==> src/rtl/servo_pkg.sv <==
// rtl/servo_pkg.sv - pulse encoding constants shared by servo encoder and decoder
//
// Purpose: one place for the servo pulse encoding, so that servo_controller and
//          servo_pulse_decoder cannot drift apart.
//          High time = (position + OFFSET_UNITS) << STEP_SHIFT clk cycles,
//          frame period = 2**FRAME_LEN clk cycles.
// Ports:   none (package).
package servo_pkg;

    localparam int STEP_SHIFT   = 8;    // log2 of clk cycles per position step
    localparam int OFFSET_UNITS = 165;  // position-0 pulse width in steps
    localparam int FRAME_LEN    = 20;   // log2 of frame period in clk cycles
    localparam int POS_W        = 8;    // position width

    typedef enum logic [1:0] {
        WAIT_LOW = 2'd0,    // after reset: let any pulse in progress finish
        ARMED    = 2'd1,    // input low, waiting for a rising edge
        HIGH     = 2'd2     // measuring the high time
    } dec_state_t;

endpackage

==> src/rtl/sync_edge.sv <==
// rtl/sync_edge.sv - two-flop synchronizer with rise/fall edge detect
//
// Purpose: brings an asynchronous pin into the clk domain and flags its edges.
// Ports:
//   clk   in   system clock
//   rst   in   asynchronous active-high reset (all flops clear to 0)
//   din   in   asynchronous input pin
//   level out  synchronized level (second sync stage)
//   rise  out  level went 0->1 this cycle
//   fall  out  level went 1->0 this cycle
module sync_edge (
    input  logic clk,
    input  logic rst,
    input  logic din,
    output logic level,
    output logic rise,
    output logic fall
);

    logic s1;
    logic s2;
    logic prev;

    always_ff @(posedge clk or posedge rst) begin
        if (rst) begin
            s1   <= 1'b0;
            s2   <= 1'b0;
            prev <= 1'b0;
        end else begin
            s1   <= din;
            s2   <= s1;
            prev <= s2;
        end
    end

    assign level = s2;
    assign rise  = s2 & ~prev;
    assign fall  = ~s2 & prev;

endmodule

==> src/rtl/servo_pulse_decoder.sv <==
// rtl/servo_pulse_decoder.sv - measures servo PWM high time and recovers position
//
// Purpose: receive-side counterpart of servo_controller. Measures each high
//          pulse, rounds it to whole position steps and reports the position,
//          or flags the pulse as out of range. Tracks loss of the pulse train.
// Ports:
//   clk         in   system clock
//   rst         in   asynchronous active-high reset
//   servo_in    in   asynchronous PWM input
//   position    out  last decoded position
//   valid       out  one-cycle strobe, position updated this cycle
//   pulse_err   out  one-cycle strobe, out-of-range pulse rejected
//   signal_lost out  level, no rising edge seen for TIMEOUT_TICKS cycles
module servo_pulse_decoder #(
    parameter int STEP_SHIFT    = servo_pkg::STEP_SHIFT,
    parameter int OFFSET_UNITS  = servo_pkg::OFFSET_UNITS,
    parameter int CNT_LEN       = servo_pkg::FRAME_LEN,
    parameter int TIMEOUT_TICKS = 2097152
) (
    input  logic                        clk,
    input  logic                        rst,
    input  logic                        servo_in,
    output logic [servo_pkg::POS_W-1:0] position,
    output logic                        valid,
    output logic                        pulse_err,
    output logic                        signal_lost
);

    import servo_pkg::*;

    localparam int TO_W = $clog2(TIMEOUT_TICKS + 1);
    localparam logic [TO_W-1:0]  TO_MAX = TO_W'(TIMEOUT_TICKS);
    localparam logic [CNT_LEN:0] HALF_STEP = (CNT_LEN + 1)'(1) << (STEP_SHIFT - 1);

    logic             level;
    logic             rise;
    logic             fall;
    dec_state_t       state;
    logic [1:0]       settle;
    logic [CNT_LEN-1:0] width;
    logic [TO_W-1:0]  to_cnt;
    logic [CNT_LEN:0] rounded;
    logic [31:0]      units;
    logic             in_range;

    sync_edge u_sync (
        .clk   (clk),
        .rst   (rst),
        .din   (servo_in),
        .level (level),
        .rise  (rise),
        .fall  (fall)
    );

    // Round to the nearest step; an extra bit keeps the carry of the half-step add.
    assign rounded  = {1'b0, width} + HALF_STEP;
    assign units    = 32'(rounded >> STEP_SHIFT);
    // A saturated counter means the true width is unknown, so it is never accepted.
    assign in_range = !(&width)
                   && (units >= 32'(OFFSET_UNITS))
                   && (units <= 32'(OFFSET_UNITS + 255));

    always_ff @(posedge clk or posedge rst) begin
        if (rst) begin
            state       <= WAIT_LOW;
            settle      <= 2'd0;
            width       <= '0;
            to_cnt      <= '0;
            position    <= '0;
            valid       <= 1'b0;
            pulse_err   <= 1'b0;
            signal_lost <= 1'b1;
        end else begin
            valid     <= 1'b0;
            pulse_err <= 1'b0;

            // A rise in the same cycle as expiry wins, so the timeout is cancelled.
            if (rise) begin
                to_cnt <= '0;
            end else if (to_cnt != TO_MAX) begin
                to_cnt <= to_cnt + 1'b1;
            end
            if (!rise && (to_cnt == TO_MAX)) begin
                signal_lost <= 1'b1;
            end

            case (state)
                WAIT_LOW: begin
                    // The sync flops come out of reset at 0, so a low level only
                    // counts once it has been seen for three edges; by then a pin
                    // that was high during reset has reached the second stage.
                    if (level) begin
                        settle <= 2'd0;
                    end else if (settle == 2'd2) begin
                        state <= ARMED;
                    end else begin
                        settle <= settle + 2'd1;
                    end
                end
                ARMED: begin
                    if (rise) begin
                        width <= CNT_LEN'(1);
                        state <= HIGH;
                    end
                end
                HIGH: begin
                    if (fall) begin
                        if (in_range) begin
                            position    <= POS_W'(units - 32'(OFFSET_UNITS));
                            valid       <= 1'b1;
                            signal_lost <= 1'b0;
                        end else begin
                            pulse_err <= 1'b1;
                        end
                        state <= ARMED;
                    end else if (!(&width)) begin
                        width <= width + 1'b1;
                    end
                end
                default: state <= WAIT_LOW;
            endcase
        end
    end

endmodule

==> config.mk <==
export PLATFORM = sky130hd
export DESIGN_NAME = servo_pulse_decoder
export DESIGN_NICKNAME = d
export VERILOG_FILES = /design/src/rtl/servo_pkg.sv /design/src/rtl/sync_edge.sv /design/src/rtl/servo_pulse_decoder.sv
export SDC_FILE = /design/constraint.sdc
export NUM_CORES = 1
export LEC_CHECK = 0
export BUFFER_PORTS_ARGS = -buffer_cell sky130_fd_sc_hd__buf_4
export CORE_MARGIN = 2
export CORE_UTILIZATION = 60
export CTS_BUF_LIST = sky130_fd_sc_hd__clkbuf_16
export CTS_CLUSTER_SIZE = 28
export DETAILED_ROUTE_END_ITERATION = 10
export PLACE_DENSITY = 0.78
export SLEW_MARGIN = 30
export SYNTH_ARGS = -nofsm -noshare
export SYNTH_HDL_FRONTEND = slang
export SYNTH_SLANG_ARGS = --single-unit
export TNS_END_PERCENT = 1
==> constraint.sdc <==
create_clock -name clk -period 6.15 [get_ports clk]
set_input_delay 1.5375 -clock clk [delete_from_list [all_inputs] [get_ports clk]]
set_output_delay 1.5375 -clock clk [all_outputs]
set_load 0.1 [all_outputs]
==> impl_metrics.toml <==
[logic_synthesis]
syn_avg_cell_area_um2 = 9.64
synth_area_leader_cell = "dfrtp_1"
synth_cell_type_count = 61
netlist_area_um2 = 3500
ys.flop_type = "dfrtp_1"
syn_inst = 363
synth_warnings = 0
ys_top_cells_by_area = "dfrtp_1, xor2_1, nor2_1, xnor2_1, mux2_4"
synth_fp_nets = 374
synth_edf_count = 0
ys_async_sr_fraction_pct = 100
yosysSeqAreaShare_pct = 42.9
synth_top_area_share_pct = 42.2
ys_ff_latch = 60

[route]
vias = 2618
drc_errors = 0
drt-wirelength-per-cell_um = 15.3
ant_nets = 0
totalWireLength_um = 6840
vias_per_cell = 5.84
drt_iter0_drc = 211
first_pass_iters = 4

[min_path]
hold_path_class = "register to register"

[floorplanning]
rows = 27
fp.dieH_um = 80.4
fp.dieArea_um2 = 6460
initial_core_util_pct = 62.8
dieWidth_um = 80.4
io_pins = 14
core_area_um2 = 5570

[setup_path]
critPathRequiredTime_ps = 6350
cp-end-kind = "register"
cp-start-kind = "register"
cp.arrival_ps = 3460
critPathKind = "register to register"
crit_fanout = 14

[final_layout]
final_area_um2 = 3900
num-nets-final = 382
num_antenna_cells = 0
areaGrowthSynthToFinish_pct = 11.4
final-seq-area_um2 = 1500
fillers = 414
drive_gt1_share_pct = 12.8
multi_input_area_um2 = 1820

[placed_design]
place.gp.congestion = 0.895
dpl_cell_area_um2 = 3590
dp_slack_ps = 2930
numPortBuffers = 13
dpl.hpwl_um = 4590

[power]
seqPwrFrac_pct = 41.9
ir_drop_mv = 0.219
p_per_area_nw_per_um2 = 282
switching_share_pct = 25.1
power_leakage_nw = 1.80
finalPower_mw = 1.10
combPwrFrac_pct = 11.2
intPower_uw = 825
pwr-share-clk_pct = 47.0
switchingPower_uw = 276

[clock_network]
clock_sinks = 60
clock-root-buffer = "clkbuf_16"
cts_buffers = 9
cts_resized = 0
worstSkewPairLatency_ps = 320
post-cts-setup-buffer-count = 0
path_clk_slew_ps = 50
cts_tree = "yes"
clk_path_buf_depth = 2
hold_buffers = 0
h-tree-depth = 3

[sta]
finalCritPeriodShare_pct = 52.9
finalSetupViolCount = 0
timing.final.crit_period_ps = 3260
fin_skew_ps = 6.87
max_freq_mhz = 307
rsz0062_at_grt = "no"
maxSlewViolCount = 0
hold_violations = 0
relSlewSlack_pct = 50.5
fin_tns_setup_ps = 0
whs_ps = 353
fin_ws_ps = 2890
worst_pin_slew_ps = 742

[grt]
grt_pass1_wl_um = 12000
antenna_found_initial = 0
grt_usage_pct = 24.3
grt_max_degree = 48
grt_pass1_vias = 2513
overflow = 0

[job]
cap_violations = 0

[outcome]
status = "complete, no violations"
==> critical path, cell delays in order (launching register included) <==
cell,delay [ps]
dfrtp_1,640
nand4_2,350
nor3_1,350
mux2_2,370
a2111o_1,380
nand4bb_1,560
mux2_4,470
==> final timing paths <==
| check | from | endpoint | slack, ps | depth (start not counted) |
|---|---|---|---|---|
| max in group asynchronous | rst | width[1] | 4120 | 3 |
| worst max-delay path | width[11] | position[4] | 2890 | 6 |
| worst min-delay path | u_sync.s1 | u_sync.level | 350 | 0 |
| worst min register to register | u_sync.s1 | u_sync.level | 350 | 0 |
| min in group asynchronous | rst | to_cnt[16] | 1150 | 2 |
| worst max register to register | width[11] | position[4] | 2890 | 6 |
==> cell type report <==
type                            count  area share [%]
Clock buffer                        9            5.77
Clock inverter                      7            2.15
Inverter                           15            1.44
Multi-Input combinational cell    269            46.7
Sequential cell                    60            38.5
Tap cell                           72            2.31
Timing Repair Buffer               16            3.08
==> state kept, by name (all words and copies together), names as in the netlist <==
name          cells
position          8
valid             1
u_sync.s1         1
u_sync.level      1
state             2
pulse_err         1
u_sync.prev       1
settle            2
signal_lost       1
width            20
to_cnt           22
==> cells by family after synthesis <==
kind of cell	after synthesis	share of synthesized area, %
AOI/OAI and AO/OA	52	10.1
and+or+nand+nor	152	23.3
buffers and inverters	34	5.04
xor gates and xnor gates	47	11.8
muxes	10	4.04
DFF	60	42.9
adders and majority gates	8	2.86
==> power by group through the flow <==
stage	registers (mW)	logic (mW)	clock network (mW)
finish	0.461	0.123	0.517
detailed placement	0.466	0.123	0
floorplan	0.462	0.0937	0
global route	0.467	0.144	0.556
CTS	0.460	0.125	0.525
global placement	0.465	0.118	0
==> metrics by stage <==
stage          util [%]  std cells
5_1_grt            70.0        448
2_1_floorplan         -        363
4_1_cts            70.0        448
3_3_place_gp       64.4        432
3_5_place_dp       64.4        432
6_report           70.0        448
==> cells in the mapped netlist (5+ instances only) <==
library cell	count
inv_1	15
o211ai_1	5
a21oi_1	8
nand3_1	15
o21ai_0	14
buf_6	5
nand4_1	9
ha_1	8
mux2_4	8
dfrtp_1	59
xor2_1	28
and3_1	11
nand2_1	19
nor3_1	5
nor2_1	53
o2111ai_1	5
buf_2	9
xnor2_1	19
nor2b_1	9
==> placed cells by master, fill, tap and decap left out, drive strengths merged, types with 2 or more instances in the layout <==
cell     count
a21oi        8
a31oi        4
and2b        2
and3        12
and4         4
buf         16
bufinv       2
clkbuf       9
clkinv       3
dfrtp       59
ha           8
inv         17
mux2         9
nand2       20
nand3       17
nand4       10
nor2        53
nor2b        9
nor3         6
nor4         3
nor4b        2
o2111ai      5
o211ai       6
o21ai       16
or3          4
xnor2       19
xor2        28
==> metal layers <==
metal / up-vias / GRT usage, % / wire, um
met2: 53 / 35.1 / 3130
met4: 0 / 7.97 / 53
met5: - / 0 / 0
met3: 7 / 7.30 / 337
li1: 1297 / - / -
met1: 1261 / 34.8 / 3320
Note: power is estimated with default switching activity, not from simulation.
